[config.mk]
export PLATFORM = sky130hd
export DESIGN_NAME = uart_rx_frame_decoder
export DESIGN_NICKNAME = d
export VERILOG_FILES = /design/src/rtl/uart_rx_frame_decoder.sv
export SDC_FILE = /design/constraint.sdc
export NUM_CORES = 1
export LEC_CHECK = 0
export CAP_MARGIN = 40
export CORE_AREA = 2 2 81 83
export DETAILED_ROUTE_END_ITERATION = 12
export DIE_AREA = 0 0 83 85
export GPL_TIMING_DRIVEN = 0
export SLEW_MARGIN = 30
export SYNTH_ARGS = -nofsm -noshare
export SYNTH_HDL_FRONTEND = slang
export SYNTH_SLANG_ARGS = --single-unit
[constraint.sdc]
create_clock -name clk -period 2.7 [get_ports clk]
set_input_delay 0.54 -clock clk [delete_from_list [all_inputs] [get_ports clk]]
set_output_delay 0.54 -clock clk [all_outputs]
set_load 0.02 [all_outputs]
[src/rtl/uart_rx_frame_decoder.sv]
// Oversampling UART receive deframer: 5-8 data bits, optional parity, 1/2 stop bits,
// break detection, single-entry valid/ready output register with overrun pulse.
module uart_rx_frame_decoder #(
    parameter int unsigned OVERSAMPLE  = 16,
    parameter int unsigned SYNC_STAGES = 2
) (
    input  logic       clk,
    input  logic       rst,
    input  logic       sample_tick,
    input  logic       rx_in,
    input  logic [3:0] cfg_data_bits,
    input  logic       cfg_parity_en,
    input  logic       cfg_parity_odd,
    input  logic       cfg_stop2,
    output logic [7:0] m_data,
    output logic       m_frame_err,
    output logic       m_parity_err,
    output logic       m_break,
    output logic       m_valid,
    input  logic       m_ready,
    output logic       overrun
);
    localparam int unsigned TW = $clog2(OVERSAMPLE);
    localparam logic [TW-1:0] T_S0   = TW'(OVERSAMPLE / 2 - 1);
    localparam logic [TW-1:0] T_S1   = TW'(OVERSAMPLE / 2);
    localparam logic [TW-1:0] T_DEC  = TW'(OVERSAMPLE / 2 + 1);
    localparam logic [TW-1:0] T_LAST = TW'(OVERSAMPLE - 1);

    typedef enum logic [2:0] {IDLE, START, DATA, PARITY, STOP, BRK} state_t;

    logic [SYNC_STAGES-1:0] r_sync;
    state_t                 r_state;
    logic [TW-1:0]          r_tick;
    logic [2:0]             r_bit_idx;
    logic [2:0]             r_last_idx;
    logic                   r_par_en;
    logic                   r_par_odd;
    logic                   r_stop2;
    logic                   r_stop_idx;
    logic [7:0]             r_shift;
    logic                   r_s0;
    logic                   r_s1;
    logic                   r_zero;
    logic                   r_perr;
    logic                   r_ferr;
    logic [7:0]             r_data;
    logic                   r_frame_err;
    logic                   r_parity_err;
    logic                   r_break;
    logic                   r_valid;
    logic                   r_overrun;

    logic          w_rx_s;
    logic [TW-1:0] w_tick_idx;
    logic          w_maj;
    logic          w_dec;
    logic          w_par_exp;
    logic          w_brk;
    logic [2:0]    w_last_idx;

    always_ff @(posedge clk or posedge rst) begin
        if (rst) r_sync <= '1;
        else     r_sync <= {r_sync[SYNC_STAGES-2:0], rx_in};
    end

    always_comb begin
        w_rx_s     = r_sync[SYNC_STAGES-1];
        w_tick_idx = (r_tick == T_LAST) ? '0 : r_tick + 1'b1;
        w_dec      = (w_tick_idx == T_DEC);
        w_maj      = (r_s0 & r_s1) | (r_s0 & w_rx_s) | (r_s1 & w_rx_s);
        w_par_exp  = ^r_shift ^ r_par_odd;
        // With two stop bits the first one is already folded into r_zero
        w_brk      = r_stop_idx ? r_zero : (r_zero & ~w_maj);
        if (cfg_data_bits < 4'd5)      w_last_idx = 3'd4;
        else if (cfg_data_bits > 4'd8) w_last_idx = 3'd7;
        else                           w_last_idx = 3'(cfg_data_bits - 4'd1);
    end

    always_ff @(posedge clk or posedge rst) begin
        if (rst) begin
            r_state      <= IDLE;
            r_tick       <= '0;
            r_bit_idx    <= '0;
            r_last_idx   <= 3'd7;
            r_par_en     <= 1'b0;
            r_par_odd    <= 1'b0;
            r_stop2      <= 1'b0;
            r_stop_idx   <= 1'b0;
            r_shift      <= '0;
            r_s0         <= 1'b1;
            r_s1         <= 1'b1;
            r_zero       <= 1'b0;
            r_perr       <= 1'b0;
            r_ferr       <= 1'b0;
            r_data       <= '0;
            r_frame_err  <= 1'b0;
            r_parity_err <= 1'b0;
            r_break      <= 1'b0;
            r_valid      <= 1'b0;
            r_overrun    <= 1'b0;
        end else begin
            r_overrun <= 1'b0;
            if (r_valid && m_ready) r_valid <= 1'b0;
            if (sample_tick) begin
                r_tick <= w_tick_idx;
                if (w_tick_idx == T_S0) r_s0 <= w_rx_s;
                if (w_tick_idx == T_S1) r_s1 <= w_rx_s;
                case (r_state)
                    IDLE: begin
                        if (!w_rx_s) begin
                            r_state    <= START;
                            r_tick     <= '0;
                            r_last_idx <= w_last_idx;
                            r_par_en   <= cfg_parity_en;
                            r_par_odd  <= cfg_parity_odd;
                            r_stop2    <= cfg_stop2;
                            r_stop_idx <= 1'b0;
                            r_shift    <= '0;
                            r_bit_idx  <= '0;
                            r_zero     <= 1'b1;
                            r_perr     <= 1'b0;
                            r_ferr     <= 1'b0;
                        end
                    end
                    START: begin
                        if (w_dec && w_maj)            r_state <= IDLE;
                        else if (w_tick_idx == T_LAST) r_state <= DATA;
                    end
                    DATA: begin
                        if (w_dec) begin
                            r_shift[r_bit_idx] <= w_maj;
                            if (w_maj) r_zero <= 1'b0;
                        end
                        if (w_tick_idx == T_LAST) begin
                            if (r_bit_idx == r_last_idx) r_state <= r_par_en ? PARITY : STOP;
                            else                         r_bit_idx <= r_bit_idx + 1'b1;
                        end
                    end
                    PARITY: begin
                        if (w_dec) begin
                            if (w_maj != w_par_exp) r_perr <= 1'b1;
                            if (w_maj) r_zero <= 1'b0;
                        end
                        if (w_tick_idx == T_LAST) r_state <= STOP;
                    end
                    STOP: begin
                        if (w_dec) begin
                            if (r_stop2 && !r_stop_idx) begin
                                if (!w_maj) r_ferr <= 1'b1;
                                if (w_maj)  r_zero <= 1'b0;
                            end else begin
                                // Complete at the decision tick so the next start edge can resync
                                r_state <= w_brk ? BRK : IDLE;
                                if (!r_valid || m_ready) begin
                                    r_valid      <= 1'b1;
                                    r_data       <= w_brk ? '0 : r_shift;
                                    r_frame_err  <= w_brk | r_ferr | ~w_maj;
                                    r_parity_err <= r_perr;
                                    r_break      <= w_brk;
                                end else begin
                                    r_overrun <= 1'b1;
                                end
                            end
                        end
                        if (w_tick_idx == T_LAST && r_stop2 && !r_stop_idx) r_stop_idx <= 1'b1;
                    end
                    BRK: begin
                        if (w_rx_s) r_state <= IDLE;
                    end
                    default: r_state <= IDLE;
                endcase
            end
        end
    end

    assign m_data       = r_data;
    assign m_frame_err  = r_frame_err;
    assign m_parity_err = r_parity_err;
    assign m_break      = r_break;
    assign m_valid      = r_valid;
    assign overrun      = r_overrun;
endmodule

==> impl_metrics.tcl <==
set metrics [dict create \
    hold_start "r_sync[0]$_DFF_PP1_" \
    ir_worst_vdd_mv 0.339 \
    hold_path_end "r_sync[1]$_DFF_PP1_" \
    cts_setup_buffers 0 \
    grt_pass1_wl_um 8830 \
    drt-total-wl_um 4950 \
    cts_buffers 5 \
    power.total_w 0.00234 \
    r2r_start "r_tick[0]$_DFFE_PP0P_" \
    area_growth_pct 19.2 \
    syn_avg_cell_area_um2 9.50 \
    fin_crit_sh_pct 85.6 \
    synth_edf_count 0 \
    n_antenna_cell 0 \
    worstPathRequired_ns 2.89 \
    crit_buf_inv 1 \
    nets 311 \
    path_cells "ha_1 -> buf_4 -> and4bb_2 -> a31oi_1 -> o31ai_2 -> o311ai_4 -> mux2_2" \
    overflow 0 \
    leakagePower_nw 1.30 \
    clkTransAtPathRegs_ns 0.09 \
    cpPeakStageDelay_ns 0.46 \
    placed_area_um2 2840 \
    syn_area_um2 2480 \
    critical_path_class "reg2reg" \
    clk_latency_ns 0.30 \
    synth_cells 261 \
    rows 29 \
    wl_per_cell_um 13.3 \
    synthesis.nets 279 \
    drv_slew 0 \
    synth_warnings 0 \
    end_kind "flip-flop" \
    drtIter0Drc 110 \
    grtUsageTotal_pct 15.4 \
    grt_max_degree 30 \
    fin_crit_ns 2.31 \
    whs_path_depth 0 \
    io_buffers 24 \
    regToRegSetupSlack_ns 0.39 \
    htree_num_levels 2 \
    chipWidth_um 83 \
    grt_pass1_vias 1861 \
    place_congestion 0.826 \
    cts_hold_buf 0 \
    rsz0062_at_grt "no" \
    crit_start "r_tick[0]$_DFFE_PP0P_" \
    path_delay_family "compound AO/OA/AOI/OAI gates" \
    fillers 599 \
    worst_slack_ns 0.389 \
    drv_cap 0 \
    outcome "completed" \
    synth.distinct_cells 44 \
    critPathLaunchType "flip-flop" \
    ys_async_sr_fraction_pct 100 \
    synth_flop_cell "dfrtp_1" \
    maxSlewHeadroom_pct 43.7 \
    core-area_um2 6200 \
    drive_gt1_share_pct 13.3 \
    finClkSkew_ns 0.00576 \
    finalSetupTns_ns 0 \
    dp_cells 363 \
    tightest_slew_ns 0.837 \
    setup_violations 0 \
    place_ws_ns 0.282 \
    cts.path.max_buffers 2 \
    ys_seq_area_share_pct 45.8 \
    crit_slowest_cell "dfrtp_1" \
    cp_max_fo 10 \
    clock.fmax_mhz 433 \
    rr_worst_depth 7 \
    io_pins 25 \
    die_area_um2 7060 \
    r2r-end "r_state[1]$_DFFE_PP0P_" \
    hold_violations 0 \
    drtPass1Iterations 4 \
    antenna_left 0 \
    post-route-drc-count 0 \
    detailroute.via_count 1907 \
    fin_area_um2 2960 \
    hp-class "reg2reg" \
    finalNonFillerCells 371 \
    start_util_pct 40.0 \
    cellPowerDensity_nw_per_um2 792 \
    critPathArrivalTime_ns 2.51 \
    cts_root_buffer "clkbuf_8" \
    post_cts_resized 0 \
    via_per_inst 5.14 \
    dpl.hpwl_um 3700 \
    synth-seq-cells 45 \
    die_h_um 85 \
    cts_sinks 45 \
    grt_antenna_before_repair 0 \
    tritoncts "built" \
]
[cell families (layout without fill, tap and decap cells)]
kind of cell	Yosys count	after routing	share of synthesized area, %
AND/OR/NAND/NOR	110	110	22.4
multiplexers	14	14	5.90
buffers and inverters	24	57	4.09
adder cells (fa/ha/maj)	6	6	3.03
AO/OA/AOI/OAI	49	49	14.2
XOR/XNOR	13	13	4.59
flip-flops	45	45	45.8
[Yosys cell counts, drive strengths merged (2+ instances only)]
library cell,number,area [um^2]
nand2,40,150
dfrtp,38,951
nor2,16,60.1
nand3,14,70.1
nand2b,12,75.1
o21ai,11,55.1
a21oi,10,50.1
xnor2,10,87.6
inv,9,33.8
mux2i,9,90.1
nor4,9,56.3
clkbuf,8,30.0
buf,7,37.5
dfstp,7,184
ha,6,75.1
a31oi,5,31.3
mux2,5,56.3
nor2b,4,25.0
o31ai,4,35.0
a211oi,3,22.5
a21o,3,22.5
nand4,3,18.8
o22ai,3,18.8
xor2,3,26.3
a221oi,2,17.5
a31o,2,26.3
and2,2,12.5
and3,2,12.5
or2,2,12.5
[sequential cells by signal, indices dropped and copies added (netlist names), 2 cells and up]
| signal | cells |
|---|---|
| r_bit_idx | 3 |
| r_state | 3 |
| m_data | 8 |
| r_last_idx | 3 |
| r_tick | 4 |
| r_sync | 2 |
| r_shift | 8 |
[layer usage]
| metal | wire (um) | track usage [%] |
|---|---|---|
| met1 | 2400 | 20.5 |
| met4 | 78 | 5.66 |
| met5 | 0 | 0 |
| met2 | 2220 | 25.1 |
| met3 | 249 | 3.21 |
[cell usage in the layout, fill, tap and decap left out, types with 4 or more instances in the layout]
| cell | n |
|---|---|
| nand2_1 | 40 |
| dfrtp_1 | 38 |
| clkdlybuf4s50_1 | 24 |
| nor2_1 | 16 |
| nand3_1 | 14 |
| nand2b_1 | 12 |
| o21ai_0 | 11 |
| a21oi_1 | 10 |
| xnor2_1 | 10 |
| nor4_1 | 9 |
| mux2i_1 | 9 |
| clkbuf_1 | 8 |
| inv_1 | 8 |
| dfstp_2 | 7 |
| buf_2 | 6 |
| ha_1 | 6 |
| clkbuf_8 | 6 |
| a31oi_1 | 5 |
| mux2_2 | 5 |
| nor2b_1 | 4 |
[area by class of cell]
class | count | area (um^2) | area share (%)
Clock inverter | 2 | 37.5 | 1.27
Multi-Input combinational cell | 192 | 1240 | 42.1
Clock buffer | 6 | 82.6 | 2.79
Tap cell | 77 | 96.3 | 3.26
Sequential cell | 45 | 1130 | 38.4
Inverter | 9 | 33.8 | 1.14
Buffer | 15 | 67.6 | 2.29
Timing Repair Buffer | 25 | 260 | 8.80
[how the worst max path moves through the flow]
stage,slack [ns],depth (start not counted),endpoint
after floorplan,0.66,7,r_state[0]$_DFFE_PP0P_
after global placement,0.19,2,r_bit_idx[2]$_DFFE_PP0P_
after detailed placement,0.28,5,r_state[2]$_DFFE_PP0P_
after CTS,0.40,7,r_state[2]$_DFFE_PP0P_
after global routing,0.25,7,r_state[1]$_DFFE_PP0P_
final,0.39,7,r_state[1]$_DFFE_PP0P_
[per-stage QoR]
step	utilization, %	hold slack, ns
floorplan	-	0.345
global placement	45.4	0.346
detailed placement	45.7	0.347
CTS	47.7	0.360
global route	47.7	0.367
finish	47.7	0.359
[where the power goes]
| part | switching [W] | total, W | leakage [nW] | internal, W |
|---|---|---|---|---|
| clock | 0.000237 | 0.000538 | 0.0574 | 0.000301 |
| sequential | 0.000114 | 0.000935 | 0.587 | 0.000821 |
| combinational | 0.000497 | 0.000868 | 0.658 | 0.000371 |
Note: power is estimated with default switching activity, not from simulation.
